File: config.mk
export PLATFORM = sky130hd
export DESIGN_NAME = sregfile_wb_arbiter_flat
export DESIGN_NICKNAME = d
export VERILOG_FILES = /design/src/rtl/sregfile_wb_arbiter_if.sv /design/src/rtl/sregfile_wb_arbiter.sv /design/src/flat_wrapper.sv
export SDC_FILE = /design/constraint.sdc
export NUM_CORES = 1
export LEC_CHECK = 0
export ABC_AREA = 1
export BUFFER_PORTS_ARGS = -buffer_cell sky130_fd_sc_hd__buf_2
export CAP_MARGIN = 20
export CORE_MARGIN = 4
export CORE_UTILIZATION = 50
export CTS_CLUSTER_SIZE = 12
export DETAILED_ROUTE_END_ITERATION = 10
export GPL_TIMING_DRIVEN = 0
export PLACE_DENSITY = 0.81
export SLEW_MARGIN = 10
export SYNTH_ARGS = -nofsm -noshare
export SYNTH_HDL_FRONTEND = slang
export SYNTH_SLANG_ARGS = --single-unit
File: constraint.sdc
create_clock -name clk -period 5.57 [get_ports clk]
set_clock_uncertainty 0.1 [all_clocks]
set_input_delay 0.557 -clock clk [delete_from_list [all_inputs] [get_ports clk]]
set_output_delay 0.557 -clock clk [all_outputs]
set_load 0.02 [all_outputs]
File: src/rtl/sregfile_wb_arbiter_if.sv
// ---------------------------------------------------------------------------
// sregfile_wb_arbiter_if : producer handshakes and register-file write port
// Revision 1.0
// ---------------------------------------------------------------------------
`default_nettype none

interface sregfile_wb_arbiter_if #(
  parameter int DATA_WIDTH = 32
);
  logic                  alu_valid_i;
  logic                  alu_ready_o;
  logic [4:0]            alu_rd_i;
  logic [DATA_WIDTH-1:0] alu_data_i;
  logic                  lsu_valid_i;
  logic                  lsu_ready_o;
  logic [4:0]            lsu_rd_i;
  logic [DATA_WIDTH-1:0] lsu_data_i;
  logic                  vec_valid_i;
  logic                  vec_ready_o;
  logic [4:0]            vec_rd_i;
  logic [DATA_WIDTH-1:0] vec_data_i;
  logic                  reg_write_o;
  logic [4:0]            rd_addr_o;
  logic [DATA_WIDTH-1:0] rd_data_o;
  logic [31:0]           pending_o;
  logic                  idle_o;

  modport master (
    output alu_valid_i, alu_rd_i, alu_data_i,
    output lsu_valid_i, lsu_rd_i, lsu_data_i,
    output vec_valid_i, vec_rd_i, vec_data_i,
    input  alu_ready_o, lsu_ready_o, vec_ready_o,
    input  reg_write_o, rd_addr_o, rd_data_o, pending_o, idle_o
  );

  modport slave (
    input  alu_valid_i, alu_rd_i, alu_data_i,
    input  lsu_valid_i, lsu_rd_i, lsu_data_i,
    input  vec_valid_i, vec_rd_i, vec_data_i,
    output alu_ready_o, lsu_ready_o, vec_ready_o,
    output reg_write_o, rd_addr_o, rd_data_o, pending_o, idle_o
  );
endinterface

`default_nettype wire

File: src/rtl/sregfile_wb_arbiter.sv
// ---------------------------------------------------------------------------
// sregfile_wb_arbiter : buffers ALU/LSU/VEC writebacks, round-robin onto one port
// Revision 1.0
// ---------------------------------------------------------------------------
`default_nettype none

module sregfile_wb_arbiter #(
  parameter int DATA_WIDTH = 32,
  parameter int FIFO_DEPTH = 2
) (
  input  logic                 clk,
  input  logic                 rst,
  sregfile_wb_arbiter_if.slave bus
);
  localparam int         NSRC     = 3;
  localparam int         PTR_W    = $clog2(FIFO_DEPTH);
  localparam int         CNT_W    = PTR_W + 1;
  localparam logic [1:0] SRC_LAST = 2'd2;

  logic [NSRC-1:0]       in_valid;
  logic [NSRC-1:0]       ready;
  logic [NSRC-1:0]       push;
  logic [NSRC-1:0]       pop;
  logic [4:0]            in_rd    [NSRC];
  logic [DATA_WIDTH-1:0] in_data  [NSRC];
  logic [4:0]            rd_mem   [NSRC][FIFO_DEPTH];
  logic [DATA_WIDTH-1:0] data_mem [NSRC][FIFO_DEPTH];
  logic [PTR_W-1:0]      wptr     [NSRC];
  logic [PTR_W-1:0]      rptr     [NSRC];
  logic [CNT_W-1:0]      count    [NSRC];
  logic [4:0]            head_rd  [NSRC];
  logic [DATA_WIDTH-1:0] head_data[NSRC];

  logic [1:0]            last_grant;
  logic [1:0]            start;
  logic [2:0]            sum;
  logic [1:0]            cand;
  logic                  grant_valid;
  logic [1:0]            grant_idx;
  logic                  reg_write;
  logic [4:0]            rd_addr;
  logic [DATA_WIDTH-1:0] rd_data;
  logic [PTR_W-1:0]      off;
  logic [31:0]           pending;

  assign in_valid   = {bus.vec_valid_i, bus.lsu_valid_i, bus.alu_valid_i};
  assign in_rd[0]   = bus.alu_rd_i;
  assign in_rd[1]   = bus.lsu_rd_i;
  assign in_rd[2]   = bus.vec_rd_i;
  assign in_data[0] = bus.alu_data_i;
  assign in_data[1] = bus.lsu_data_i;
  assign in_data[2] = bus.vec_data_i;

  // x0 writes complete the handshake but are never enqueued
  generate
    for (genvar s = 0; s < NSRC; s++) begin : g_src
      assign ready[s]     = count[s] < CNT_W'(FIFO_DEPTH);
      assign push[s]      = in_valid[s] && ready[s] && (in_rd[s] != 5'd0);
      assign pop[s]       = grant_valid && (grant_idx == 2'(s));
      assign head_rd[s]   = rd_mem[s][rptr[s]];
      assign head_data[s] = data_mem[s][rptr[s]];
    end
  endgenerate

  assign start = (last_grant == SRC_LAST) ? 2'd0 : last_grant + 2'd1;

  always_comb begin
    grant_valid = 1'b0;
    grant_idx   = 2'd0;
    sum         = 3'd0;
    cand        = 2'd0;
    for (int k = 0; k < NSRC; k++) begin
      sum = {1'b0, start} + 3'(k);
      if (sum >= 3'd3) sum = sum - 3'd3;
      cand = sum[1:0];
      if (!grant_valid && (count[cand] != '0)) begin
        grant_valid = 1'b1;
        grant_idx   = cand;
      end
    end
  end

  always_ff @(posedge clk or posedge rst) begin
    if (rst) begin
      for (int s = 0; s < NSRC; s++) begin
        wptr[s]  <= '0;
        rptr[s]  <= '0;
        count[s] <= '0;
      end
      last_grant <= SRC_LAST;
      reg_write  <= 1'b0;
      rd_addr    <= 5'd0;
      rd_data    <= '0;
    end else begin
      for (int s = 0; s < NSRC; s++) begin
        if (push[s]) wptr[s] <= wptr[s] + PTR_W'(1);
        if (pop[s])  rptr[s] <= rptr[s] + PTR_W'(1);
        case ({push[s], pop[s]})
          2'b10:   count[s] <= count[s] + CNT_W'(1);
          2'b01:   count[s] <= count[s] - CNT_W'(1);
          default: count[s] <= count[s];
        endcase
      end
      reg_write <= grant_valid;
      if (grant_valid) begin
        last_grant <= grant_idx;
        rd_addr    <= head_rd[grant_idx];
        rd_data    <= head_data[grant_idx];
      end
    end
  end

  always_ff @(posedge clk) begin
    for (int s = 0; s < NSRC; s++) begin
      if (push[s]) begin
        rd_mem[s][wptr[s]]   <= in_rd[s];
        data_mem[s][wptr[s]] <= in_data[s];
      end
    end
  end

  // An entry is live when its distance from the read pointer is below the count
  always_comb begin
    pending = '0;
    off     = '0;
    for (int s = 0; s < NSRC; s++) begin
      for (int i = 0; i < FIFO_DEPTH; i++) begin
        off = PTR_W'(i) - rptr[s];
        if ({1'b0, off} < count[s]) pending[rd_mem[s][i]] = 1'b1;
      end
    end
    if (reg_write) pending[rd_addr] = 1'b1;
    pending[0] = 1'b0;
  end

  assign bus.alu_ready_o = ready[0];
  assign bus.lsu_ready_o = ready[1];
  assign bus.vec_ready_o = ready[2];
  assign bus.reg_write_o = reg_write;
  assign bus.rd_addr_o   = rd_addr;
  assign bus.rd_data_o   = rd_data;
  assign bus.pending_o   = pending;
  assign bus.idle_o      = (count[0] == '0) && (count[1] == '0) && (count[2] == '0) && !reg_write;

endmodule

`default_nettype wire

File: src/flat_wrapper.sv
// flat-port wrapper written by rule: the top's interface ports become plain ports
module sregfile_wb_arbiter_flat 
#(
  parameter int DATA_WIDTH = 32,
  parameter int FIFO_DEPTH = 2
)
  (clk, rst, bus_alu_valid_i, bus_alu_rd_i, bus_alu_data_i, bus_lsu_valid_i, bus_lsu_rd_i, bus_lsu_data_i, bus_vec_valid_i, bus_vec_rd_i, bus_vec_data_i, bus_alu_ready_o, bus_lsu_ready_o, bus_vec_ready_o, bus_reg_write_o, bus_rd_addr_o, bus_rd_data_o, bus_pending_o, bus_idle_o);
  sregfile_wb_arbiter_if #(.DATA_WIDTH(DATA_WIDTH)) bus_i ();
  input  logic clk;
  input  logic rst;
  input wire logic [$bits(bus_i.alu_valid_i)-1:0] bus_alu_valid_i;
  input wire logic [$bits(bus_i.alu_rd_i)-1:0] bus_alu_rd_i;
  input wire logic [$bits(bus_i.alu_data_i)-1:0] bus_alu_data_i;
  input wire logic [$bits(bus_i.lsu_valid_i)-1:0] bus_lsu_valid_i;
  input wire logic [$bits(bus_i.lsu_rd_i)-1:0] bus_lsu_rd_i;
  input wire logic [$bits(bus_i.lsu_data_i)-1:0] bus_lsu_data_i;
  input wire logic [$bits(bus_i.vec_valid_i)-1:0] bus_vec_valid_i;
  input wire logic [$bits(bus_i.vec_rd_i)-1:0] bus_vec_rd_i;
  input wire logic [$bits(bus_i.vec_data_i)-1:0] bus_vec_data_i;
  output wire logic [$bits(bus_i.alu_ready_o)-1:0] bus_alu_ready_o;
  output wire logic [$bits(bus_i.lsu_ready_o)-1:0] bus_lsu_ready_o;
  output wire logic [$bits(bus_i.vec_ready_o)-1:0] bus_vec_ready_o;
  output wire logic [$bits(bus_i.reg_write_o)-1:0] bus_reg_write_o;
  output wire logic [$bits(bus_i.rd_addr_o)-1:0] bus_rd_addr_o;
  output wire logic [$bits(bus_i.rd_data_o)-1:0] bus_rd_data_o;
  output wire logic [$bits(bus_i.pending_o)-1:0] bus_pending_o;
  output wire logic [$bits(bus_i.idle_o)-1:0] bus_idle_o;
  assign bus_i.alu_valid_i = bus_alu_valid_i;
  assign bus_i.alu_rd_i = bus_alu_rd_i;
  assign bus_i.alu_data_i = bus_alu_data_i;
  assign bus_i.lsu_valid_i = bus_lsu_valid_i;
  assign bus_i.lsu_rd_i = bus_lsu_rd_i;
  assign bus_i.lsu_data_i = bus_lsu_data_i;
  assign bus_i.vec_valid_i = bus_vec_valid_i;
  assign bus_i.vec_rd_i = bus_vec_rd_i;
  assign bus_i.vec_data_i = bus_vec_data_i;
  assign bus_alu_ready_o = bus_i.alu_ready_o;
  assign bus_lsu_ready_o = bus_i.lsu_ready_o;
  assign bus_vec_ready_o = bus_i.vec_ready_o;
  assign bus_reg_write_o = bus_i.reg_write_o;
  assign bus_rd_addr_o = bus_i.rd_addr_o;
  assign bus_rd_data_o = bus_i.rd_data_o;
  assign bus_pending_o = bus_i.pending_o;
  assign bus_idle_o = bus_i.idle_o;
  sregfile_wb_arbiter #(.DATA_WIDTH(DATA_WIDTH), .FIFO_DEPTH(FIFO_DEPTH)) u_core (.clk(clk), .rst(rst), .bus(bus_i));
endmodule
==> results_dict.tcl <==
set metrics [dict create \
    cts_sinks 274 \
    status "complete, no violations" \
    clk_path_buf_depth 3 \
    path_cells "clkbuf_1 > o21ai_0 > nand3_1 > o22ai_1 > a211oi_1 > o2111ai_1 > buf_2" \
    drt_first_pass_iters 6 \
    cts_resized 0 \
    grt_pass1_vias 10800 \
    fin_crit_ns 3.85 \
    grt_pass1_wl_um 61400 \
    hpwl_um 31000 \
    fin_tns_setup_ns 0 \
    seq_power_share_pct 32.1 \
    clk_latency_ns 0.54 \
    die_w_um 170 \
    synth_adder_area_share_pct 0.288 \
    power.density_mw_per_mm2 624 \
    worstMarginPinSlew_ns 1.08 \
    synthMuxAreaShare_pct 0 \
    required_ns 4.91 \
    rsz0062_at_grt "false" \
    synth_xor_area_share_pct 0.738 \
    row_count 58 \
    clkTransAtPathRegs_ns 0.06 \
    max_stage_delay_ns 0.52 \
    fin_crit_sh_pct 69.2 \
    root_buffer "clkbuf_16" \
    wire_per_inst_um 22.0 \
    crit_type "flip-flop to output pin" \
    crit_path_start_kind "flip-flop" \
    routed_wl_um 41400 \
    ant_nets 0 \
    numCtsBuffers 27 \
    utilization_pct 60.7 \
    coreArea_mm2 0.0254 \
    start_util_pct 51.4 \
    cts_tree "yes" \
    die_h_um 170 \
    synth_top_family_by_area "simple AND/OR/NAND/NOR gates" \
    gp_congestion 0.955 \
    regArea_mm2 0.00797 \
    multi_input_area_mm2 0.00437 \
    sw_frac_of_total_pct 45.0 \
    hold_viol 0 \
    drc 0 \
    hold_ws_ns 0.103 \
    seq_area_frac_synth_pct 61.1 \
    syn_area_per_cell_um2 10.1 \
    fin_nets 1644 \
    crit_fanout 10 \
    syn_to_final_growth_pct 18.1 \
    critPathSlowestCell "nand3_1" \
    drt_iter0_markers 1056 \
    setup_viol 0 \
    max-vdd-ir-drop_uv 479 \
    fmax_ghz 0.260 \
    p_int_mw 5.29 \
    dieArea_mm2 0.0288 \
    cts_max_level 1 \
    power_leakage_nw 6.33 \
    io_buffers 188 \
    final_max_slew_viol_count 0 \
    ys_ff_latch 274 \
    holdBufCountCts 1 \
    gr-total-overflow 0 \
    crit_arrival_ns 3.20 \
    maxSlewHeadroom_pct 27.2 \
    synthCells 1295 \
    grtUsageTotal_pct 28.0 \
    cap_viol_max_count 0 \
    yosysUniqueCellTypes 43 \
    antenna_found_initial 11 \
    via_count 11100 \
    grt_max_degree 36 \
    power_mw 9.61 \
    comb_power_share_pct 51.1 \
    layout-drive-gt1-share_pct 19.9 \
    filler_cell_count 2103 \
    synthSimpleGateAreaFrac_pct 23.1 \
    end_kind "output pin" \
    syn-cell-area_mm2 0.0131 \
    synth_compound_area_share_pct 9.04 \
    vias_per_cell 5.88 \
    syn_nets 1414 \
    hp-class "primary input to flip-flop" \
    power.switching_mw 4.32 \
    yosys_warnings 0 \
    cts_setup_buffers 0 \
    ios 190 \
    pwr-share-clk_pct 16.8 \
]
area by class of cell:
cell class | instances | area share (%)
timing repair buffer | 201 | 7.31
clock buffer | 45 | 4.82
buffer | 56 | 2.08
antenna | 4 | 0.0649
clock inverter | 5 | 0.162
sequential | 274 | 51.7
tap | 330 | 2.68
multi-input combinational | 849 | 28.4
inverter | 116 | 2.82
state kept, by name, indices dropped and copies added (netlist names):
| register | cells |
|---|---|
| u_core.wptr | 3 |
| u_core.rptr | 3 |
| u_core.bus.reg_write_o | 1 |
| u_core.rd_mem | 30 |
| u_core.data_mem | 192 |
| u_core.last_grant | 2 |
| u_core.bus.rd_addr_o | 5 |
| u_core.count | 6 |
| u_core.bus.rd_data_o | 32 |
worst paths after layout:
path	startpoint	end	slack (ns)	depth (start not counted)
max	u_core.rptr[2]	bus_pending_o[26]	1.72	7
min reg2reg	u_core.data_mem[0][117]	u_core.bus.rd_data_o[21]	0.40	2
max reg2reg	u_core.last_grant[1]	u_core.count[5]	2.55	18
max in group asynchronous	rst	u_core.last_grant[1]	4.25	4
min	bus_vec_data_i[8]	u_core.data_mem[0][136]	0.10	1
min in group asynchronous	rst	u_core.bus.rd_data_o[4]	0.48	3
cell families (layout without fill, tap and decap cells):
kind of cell,after synthesis,in the layout
flops,274,274
fa+ha+maj,3,3
simple gates,648,648
compound gates,186,186
xor+xnor,11,11
buf+inv,172,423
other cells,1,5
Yosys cell counts:
master	count	area, µm²
nor2_1	57	214
buf_6	10	113
or3_1	4	25.0
inv_1	112	420
clkbuf_2	1	5.00
o21ai_0	19	95.1
ha_1	3	37.5
a221oi_1	3	26.3
xnor2_1	3	26.3
o21ai_1	30	150
dfrtp_1	51	1280
dfstp_2	1	26.3
xor2_1	8	70.1
clkbuf_1	32	120
nand3_4	1	17.5
nor2_2	3	18.8
nand2_4	2	22.5
edfxtp_1	222	6670
nand3_1	88	440
nand4_1	41	257
a22oi_1	16	120
nor3_1	53	265
conb_1	1	3.75
nand2_1	329	1230
a211oi_1	1	7.51
nand3b_1	31	233
or2_2	26	163
nor2_4	2	22.5
a41oi_1	1	8.76
buf_2	6	30.0
o22ai_1	37	231
inv_2	3	11.3
nor2_8	1	20.0
nand3_2	4	40.0
o2111ai_1	14	123
buf_4	7	52.6
nand2_2	5	31.3
o211ai_1	31	233
a21oi_1	30	150
o221ai_1	1	8.76
nor4_1	1	6.26
clkinv_1	1	3.75
o311ai_1	3	26.3
layer usage:
metal	track usage, %	part of all wire [%]
met1	34.8	37
met2	48.1	49
met3	5.22	8.5
met4	12.2	4.6
met5	0	0.21
power groups by stage:
stage	clock network (mW)	logic [mW]	registers [mW]
after floorplan	0	3.08	3.21
after global placement	0	4.63	3.12
after detailed placement	0	4.82	3.11
after CTS	1.63	4.87	3.07
after global routing	1.73	5.31	3.12
final	1.62	4.91	3.08
per-stage QoR:
stage	worst slack (ns)	instance area, µm²	std cells
final	1.72	15400	1880
after global routing	1.62	15400	1880
after CTS	1.77	15400	1874
after detailed placement	2.33	14600	1823
after global placement	1.21	14400	1813
after floorplan	2.60	13100	1295
critical path, delay by kind of cell, from the launching register on:
family | cells | cell delay (ns)
AO/OA/AOI/OAI | 4 | 1.29
AND/OR/NAND/NOR | 1 | 0.52
buffers and inverters | 2 | 0.49
flip-flops | 1 | 0.36
cell usage in the layout, fill, tap and decap left out, drive strengths merged:
master	netlist	routed
a211oi	1	1
a21oi	30	30
a221oi	3	3
a22oi	16	16
a41oi	1	1
buf	23	222
clkbuf	33	79
clkinv	1	5
conb	1	1
dfrtp	51	51
dfstp	1	1
diode	0	4
dlygate4sd3	0	1
edfxtp	222	222
ha	3	3
inv	115	116
nand2	336	336
nand3	93	93
nand3b	31	31
nand4	41	41
nor2	63	63
nor3	53	53
nor4	1	1
o2111ai	14	14
o211ai	31	31
o21ai	49	49
o221ai	1	1
o22ai	37	37
o311ai	3	3
or2	26	26
or3	4	4
xnor2	3	3
xor2	8	8
Note: power is estimated with default switching activity, not from simulation.
